$ cat config.mk
export PLATFORM = sky130hd
export DESIGN_NAME = lc3_decode_stage
export DESIGN_NICKNAME = d
export VERILOG_FILES = /design/src/rtl/lc3_decode_pkg.sv /design/src/rtl/lc3_decode_ctrl.sv /design/src/rtl/lc3_decode_stage.sv
export SDC_FILE = /design/constraint.sdc
export NUM_CORES = 1
export LEC_CHECK = 0
export BUFFER_PORTS_ARGS = -buffer_cell sky130_fd_sc_hd__buf_2
export CAP_MARGIN = 10
export CORE_UTILIZATION = 30
export DETAILED_ROUTE_END_ITERATION = 16
export PLACE_DENSITY = 0.68
export SLEW_MARGIN = 25
export SYNTH_ARGS = -nofsm -noshare
export SYNTH_HDL_FRONTEND = slang
export SYNTH_SLANG_ARGS = --single-unit
$ cat constraint.sdc
create_clock -name clock -period 1.2 [get_ports clock]
set_input_delay 0.24 -clock clock [delete_from_list [all_inputs] [get_ports clock]]
set_output_delay 0.24 -clock clock [all_outputs]
set_load 0.1 [all_outputs]
$ cat src/rtl/lc3_decode_pkg.sv
// lc3_decode_pkg: opcodes, writeback/pcselect codes and the execute control word layout for the LC3 decode stage
package lc3_decode_pkg;
    typedef enum logic [3:0] {
        OP_BR  = 4'b0000,
        OP_ADD = 4'b0001,
        OP_LD  = 4'b0010,
        OP_ST  = 4'b0011,
        OP_AND = 4'b0101,
        OP_LDR = 4'b0110,
        OP_STR = 4'b0111,
        OP_NOT = 4'b1001,
        OP_LDI = 4'b1010,
        OP_STI = 4'b1011,
        OP_JMP = 4'b1100,
        OP_LEA = 4'b1110
    } opcode_t;

    localparam logic [1:0] W_ALU = 2'd0;
    localparam logic [1:0] W_MEM = 2'd1;
    localparam logic [1:0] W_PC  = 2'd2;

    localparam logic [1:0] PCS1_OFF9 = 2'd1;
    localparam logic [1:0] PCS1_OFF6 = 2'd2;
    localparam logic [1:0] PCS1_ZERO = 2'd3;

    typedef struct packed {
        logic [1:0] alu_control;
        logic [1:0] pcselect1;
        logic       pcselect2;
        logic       op2select;
    } e_ctrl_t;
endpackage

$ cat src/rtl/lc3_decode_ctrl.sv
// lc3_decode_ctrl: combinational opcode -> {E_Control, W_Control, Mem_Control} lookup
//   opcode   in  4  instruction bits [15:12]
//   imm_sel  in  1  instruction bit 5 (1 = imm5 operand for ADD/AND)
//   e_ctrl   out 6  execute control word
//   w_ctrl   out 2  writeback source select
//   m_ctrl   out 1  indirect memory access (LDI/STI)
module lc3_decode_ctrl
    import lc3_decode_pkg::*;
(
    input  logic [3:0] opcode,
    input  logic       imm_sel,
    output e_ctrl_t    e_ctrl,
    output logic [1:0] w_ctrl,
    output logic       m_ctrl
);
    always_comb begin
        e_ctrl = '0;
        case (opcode)
            OP_ADD: e_ctrl.op2select = ~imm_sel;
            OP_AND: begin
                e_ctrl.alu_control = 2'd1;
                e_ctrl.op2select   = ~imm_sel;
            end
            OP_NOT: begin
                e_ctrl.alu_control = 2'd2;
                e_ctrl.op2select   = 1'b1;
            end
            OP_BR, OP_LD, OP_LDI, OP_ST, OP_STI, OP_LEA: begin
                e_ctrl.pcselect1 = PCS1_OFF9;
                e_ctrl.pcselect2 = 1'b1;
            end
            OP_LDR, OP_STR: e_ctrl.pcselect1 = PCS1_OFF6;
            OP_JMP:         e_ctrl.pcselect1 = PCS1_ZERO;
            default:        e_ctrl = '0;
        endcase
    end

    assign w_ctrl = (opcode == OP_LD || opcode == OP_LDR || opcode == OP_LDI) ? W_MEM :
                    (opcode == OP_LEA) ? W_PC : W_ALU;
    assign m_ctrl = (opcode == OP_LDI || opcode == OP_STI);
endmodule

$ cat src/rtl/lc3_decode_stage.sv
// lc3_decode_stage: LC3 decode pipeline register; captures instruction, next-PC and decoded controls
//   clock, reset   clock and async active-high reset
//   enable_decode  capture enable (low = hold)
//   dout, npc_in   instruction word and its PC+1
//   IR, npc_out    registered instruction and next-PC
//   E_Control, W_Control, Mem_Control  registered control words decoded from dout
module lc3_decode_stage
    import lc3_decode_pkg::*;
#(
    parameter int                DATA_W = 16,
    parameter logic [DATA_W-1:0] IR_RST = 16'h0000
) (
    input  logic              clock,
    input  logic              reset,
    input  logic              enable_decode,
    input  logic [DATA_W-1:0] dout,
    input  logic [DATA_W-1:0] npc_in,
    output logic [DATA_W-1:0] IR,
    output logic [DATA_W-1:0] npc_out,
    output logic [5:0]        E_Control,
    output logic [1:0]        W_Control,
    output logic              Mem_Control
);
    e_ctrl_t    e_next;
    logic [1:0] w_next;
    logic       m_next;

    // Controls come from the incoming word so they line up with IR in the same cycle.
    lc3_decode_ctrl u_ctrl (
        .opcode  (dout[15:12]),
        .imm_sel (dout[5]),
        .e_ctrl  (e_next),
        .w_ctrl  (w_next),
        .m_ctrl  (m_next)
    );

    always_ff @(posedge clock or posedge reset) begin
        if (reset) begin
            IR          <= IR_RST;
            npc_out     <= '0;
            E_Control   <= '0;
            W_Control   <= W_ALU;
            Mem_Control <= 1'b0;
        end else if (enable_decode) begin
            IR          <= dout;
            npc_out     <= npc_in;
            E_Control   <= e_next;
            W_Control   <= w_next;
            Mem_Control <= m_next;
        end
    end
endmodule
==> metrics.txt, run 1 <==
CTS tree built; WP data required 0.96 ns; Peak Freq 862 MHz; Ys Warns 0; Max Root-Sink Buffers 2; PwrDens 1590 nW/µm²; Clock Latency Late Sink 0.28 ns; number of global-route vias before repair 1253; die height 76.1 µm; root buffer cell clkbuf_8; critical path's slowest cell dfrtp_1; Post-Synthesis Cell Area 1650 µm²; die area 5800 µm²; worst hold-check path type in -> async; Worst-Margin Slew 0.245 ns; Core ar. 5200 µm²; final net count 231; total track usage 0.130; cts bufs inserted 5; layout cell share with drive strength beyond 1 0.609; hpwl dp 2630 µm; arrival time at the worst endpoint 0.92 ns; # setup viols final 0; Cells after Synth 118; Max H-tree Level 2; final hold violation count 0; Vias 1185; drt pass-1 iters 2; postcts setup bufs 0; crit path time final 1.16 ns; Max Cap Viol 0; drt drc 0; crit-path leading delay family flip-flops; status completed; sequential area share after synthesis 0.622; setup TNS 0 ns; Clock Sinks 41; startpoint types flop; Die Width 76.1 µm; Max IR drop VDD 0.000967 V; Initial Utilization 0.317; 1st-iter DRT viols 13; worst-path fanout max 2; RSZ-0062 raised after global routing no; port bufs 75; initial antenna violation count 0; slowest stage delay, CP 0.44 ns; antenna violation net count after detailed routing 0; ANT cells 0; drt total wl 3450 µm; worst setup path startpoint E_Control[4]; Row Count 26; average cell area after synthesis 14.0 µm²; Yosys cell types 21; RePlAce Congestion 0.794; Crit. End Element primary output; global-route wire length before repair 5950 µm; IO Count 76; total gr overflow 0; post-CTS sizing 0; Critical Setup Path Class reg -> out; Worst R2R Start npc_out[12]; setup ws final 0.0395 ns; pre-CTS setup slack 0.138 ns; Max Slew Vio Count 0; Layout Skew 0 ns; Seq cells post-synth 41; hold_buf cts 0; Routed wire per std cell 12.9 µm; via/cell ratio 4.44; Synth-to-Final Area Change 75.6%; Core Util, Final 0.556; synthesized netlist net count 153; Overall Power 4.60 mW; Clock transition at path regs 0.08 ns; Static Leakage 1.27 nW; CP Cell Sequence buf_12; final worst-path cycle share 0.967; largest net degree at the start of global routing 42; Rel. slew slack 0.834; Crit path buffers/inverters 1
[worst paths after layout]
path,to,slack [ns],depth (start not counted)
worst min register to register,IR[5],0.53,1
min in group clock,IR[0],0.17,2
max in group asynchronous,IR[12],0.98,3
worst max-delay path,E_Control[4],0.04,1
worst min-delay path,E_Control[5],0.01,3
worst max register to register,npc_out[12],0.37,1
[routing by layer]
layer / part of all wire / GRT usage / up-vias / wire (µm)
met5: 0 / 0 / - / 0
met1: 0.41 / 0.155 / 585 / 1410
li1: - / - / 552 / -
met2: 0.49 / 0.213 / 45 / 1710
met4: 0.0061 / 0.0288 / 0 / 21
met3: 0.089 / 0.0623 / 3 / 309
[sequential cells by signal, indices dropped and copies added (netlist names)]
register / count
IR: 16
npc_out: 16
E_Control: 6
W_Control: 2
Mem_Control: 1
[synthesized netlist by cell type]
cell type   n  area, µm²
buf_2       3       15.0
nand4_1     1       6.26
o311ai_1    1       8.76
o21ai_0     6       30.0
nand3_1     3       15.0
dfrtp_1    41       1030
mux2i_1     1       10.0
nor2b_1     3       18.8
o21a_1      2       15.0
nand2_1     3       11.3
o311ai_2    1       16.3
nor2b_4     2       27.5
nand2b_1    1       6.26
mux2_1     30        338
buf_6       1       11.3
o22ai_1     2       12.5
o2111ai_1   1       8.76
buf_4       3       22.5
nor2_1      1       3.75
o21ai_1     1       5.00
inv_1      11       41.3
[power breakdown]
part / internal (mW) / switching, mW / total, mW
sequential: 1.53 / 0.134 / 1.66
clock: 0.678 / 0.459 / 1.14
combinational: 0.643 / 1.16 / 1.80
[cells in the final DEF (no fill, tap or decap)]
cell type / instances
buf_12: 44
buf_2: 34
dfrtp_2: 32
mux2_1: 30
inv_1: 11
dfrtp_1: 9
o21ai_0: 6
clkbuf_8: 6
nand2_1: 3
nor2b_1: 3
nand3_1: 3
o22ai_1: 2
nor2b_4: 2
o21a_1: 2
nand2b_1: 1
nand4_1: 1
o21ai_1: 1
o2111ai_1: 1
o311ai_1: 1
o311ai_2: 1
nor2_1: 1
mux2i_1: 1
clkbuf_1: 1
bufinv_16: 1
[per-stage QoR]
step	cell area [µm²]	cells	hold WS (ns)
after floorplan	1690	118	0.375
after global placement	2780	259	0.321
after detailed placement	2780	259	0.325
after CTS	2900	267	0.0139
after global routing	2900	267	0.0340
final	2900	267	0.0113
[cell families (layout without fill, tap and decap cells)]
group                  after synthesis  count (layout)  synth area share
muxes                               31              31             0.211
AOI/OAI and AO/OA                   14              14            0.0584
DFF                                 41              41             0.622
and+or+nand+nor                     14              14            0.0539
buffers and inverters               18              97            0.0546
[area by class of cell]
class,count,area [µm²]
Timing Repair Buffer,78,1050
Tap cell,70,87.6
Clock inverter,1,30.0
Inverter,11,41.3
Clock buffer,7,86.3
Multi-Input combinational cell,59,533
Fill cell,442,2310
Sequential cell,41,1070
(Power assumes the default switching activity.)
==> run 2, diff against run 1 <==
--- a/config.mk
+++ b/config.mk
@@ -8,7 +8,9 @@
 export BUFFER_PORTS_ARGS = -buffer_cell sky130_fd_sc_hd__buf_2
 export CAP_MARGIN = 10
 export CORE_UTILIZATION = 30
+export CTS_CLUSTER_SIZE = 25
 export DETAILED_ROUTE_END_ITERATION = 16
+export MAX_ROUTING_LAYER = met4
 export PLACE_DENSITY = 0.68
 export SLEW_MARGIN = 25
 export SYNTH_ARGS = -nofsm -noshare
==> run 2 against run 1 <==
Net effect:
- via count shrank 0.17%
- sequential power barely moved
- setup slack about the same
- final cell count is the same
- sequential share of layout area stayed put
- critical path depth is the same
- largest cell class unchanged
==> metrics.txt, run 2 (same netlist as run 1, synthesis figures left out) <==
Static Leakage 1.27 nW (unchanged); total gr overflow 0 (unchanged); Rel. slew slack 0.834 (about the same); Vias 1183 (-0.17%); arrival time at the worst endpoint 0.92 ns (about the same); Layout Skew 0 ns (unchanged); port bufs 75 (unchanged); crit path time final 1.16 ns (-0.000262 ns); via/cell ratio 4.43 (-0.17%); pre-CTS setup slack 0.138 ns (unchanged); ANT cells 0 (unchanged); Synth-to-Final Area Change 75.6% (unchanged); die height 76.1 µm (unchanged); PwrDens 1590 nW/µm² (+0.26%); Clock Sinks 41 (unchanged); RePlAce Congestion 0.806 (+1.4%); Clock transition at path regs 0.08 ns (about the same); largest net degree at the start of global routing 42 (unchanged); Max Slew Vio Count 0 (unchanged); worst hold-check path type in -> async; Overall Power 4.61 mW (+0.26%); Crit. End Element primary output; Routed wire per std cell 12.9 µm (+0.12%); Clock Latency Late Sink 0.28 ns (about the same); drt drc 0 (unchanged); drt pass-1 iters 2 (unchanged); Max Root-Sink Buffers 2 (unchanged); Max Cap Viol 0 (unchanged); placed cell area 2780 µm² (unchanged); most common cell after layout, fill and taps aside buf_12; drt total wl 3460 µm (+0.12%); hpwl dp 2630 µm (unchanged); # setup viols final 0 (unchanged); largest registers IR x16, npc_out x16, E_Control x6; Max H-tree Level 2 (unchanged); root buffer cell clkbuf_8; RSZ-0062 raised after global routing no; Die Width 76.1 µm (unchanged); Peak Freq 862 MHz (about the same); Worst-Margin Slew 0.245 ns (-0.00000215 ns); die area 5800 µm² (unchanged); final worst-path cycle share 0.967 (about the same); Max IR drop VDD 0.000988 V (+2.2%); hold_buf cts 0 (unchanged); Design Area, Final 2900 µm² (unchanged); layout cell share with drive strength beyond 1 0.609 (unchanged); initial antenna violation count 0 (unchanged); status completed; CP Cell Sequence buf_12; startpoint types flop; final hold violation count 0 (unchanged); WP data required 0.96 ns (about the same); worst-path fanout max 2 (unchanged); antenna violation net count after detailed routing 0 (unchanged); Initial Utilization 0.317 (unchanged); Critical Setup Path Class reg -> out; 1st-iter DRT viols 21 (+8); cts bufs inserted 5 (unchanged); total track usage 0.134 (+0.00381); Core ar. 5200 µm² (unchanged); Row Count 26 (unchanged); crit-path leading delay family flip-flops; critical path's slowest cell dfrtp_1; IO Count 76 (unchanged); number of global-route vias before repair 1251 (-0.16%); CTS tree built; most frequent cells in the layout buf_12, buf_2, dfrtp_2, mux2_1, inv_1; postcts setup bufs 0 (unchanged); final net count 231 (unchanged); setup ws final 0.0398 ns (+0.000262 ns); post-CTS sizing 0 (unchanged); setup TNS 0 ns (unchanged); Crit path buffers/inverters 1 (unchanged); global-route wire length before repair 5950 µm (unchanged); slowest stage delay, CP 0.44 ns (about the same)
run 2: cell counts in the layout (fill, tap and decap cells not counted):
No cell type changed its count.
run 2: final timing paths:
check	from	endpoint	slack, ns	cells after the start
min in group clock	npc_in[0]	npc_out[0]	0.16	2
min reg2reg	IR[9]	IR[9]	0.54	1
min	reset	E_Control[5]	0.01	3
max in group asynchronous	reset	IR[13]	0.98	3
max reg2reg	IR[12]	IR[12]	0.37	1
max	E_Control[4]	E_Control[4]	0.04	1
run 2: power by group:
group          internal (mW)  leakage [nW]  switching (mW)
sequential              1.53         0.459           0.134
combinational          0.643         0.752            1.16
clock                  0.679        0.0585           0.470
run 2: routing by layer:
metal	global-route usage	up-vias	routed length, µm
met2	0.211	45	1710
met5	-	-	0
met4	0.0288	0	21
met1	0.159	584	1440
li1	-	551	-
met3	0.0587	3	289
run 2: cell type report:
type	instances	area, µm²
multi-input cells	59	533
fillers	442	2310
well taps	70	87.6
clock inverters	1	30.0
inverters	11	41.3
flip-flops and latches	41	1070
clock buffers	7	86.3
repair buffers	78	1050
run 2: tightest hold or removal path: cells and delay by family:
kind	cells	cell delay (ns)
buffers and inverters	3	0.43
run 2: stage by stage:
| step | instances | utilization | hold WS, ns |
|---|---|---|---|
| 2_1_floorplan | 118 | - | 0.375 |
| 3_3_place_gp | 259 | 0.534 | 0.321 |
| 3_5_place_dp | 259 | 0.534 | 0.325 |
| 4_1_cts | 267 | 0.556 | 0.0139 |
| 5_1_grt | 267 | 0.556 | 0.0338 |
| 6_report | 267 | 0.556 | 0.0114 |
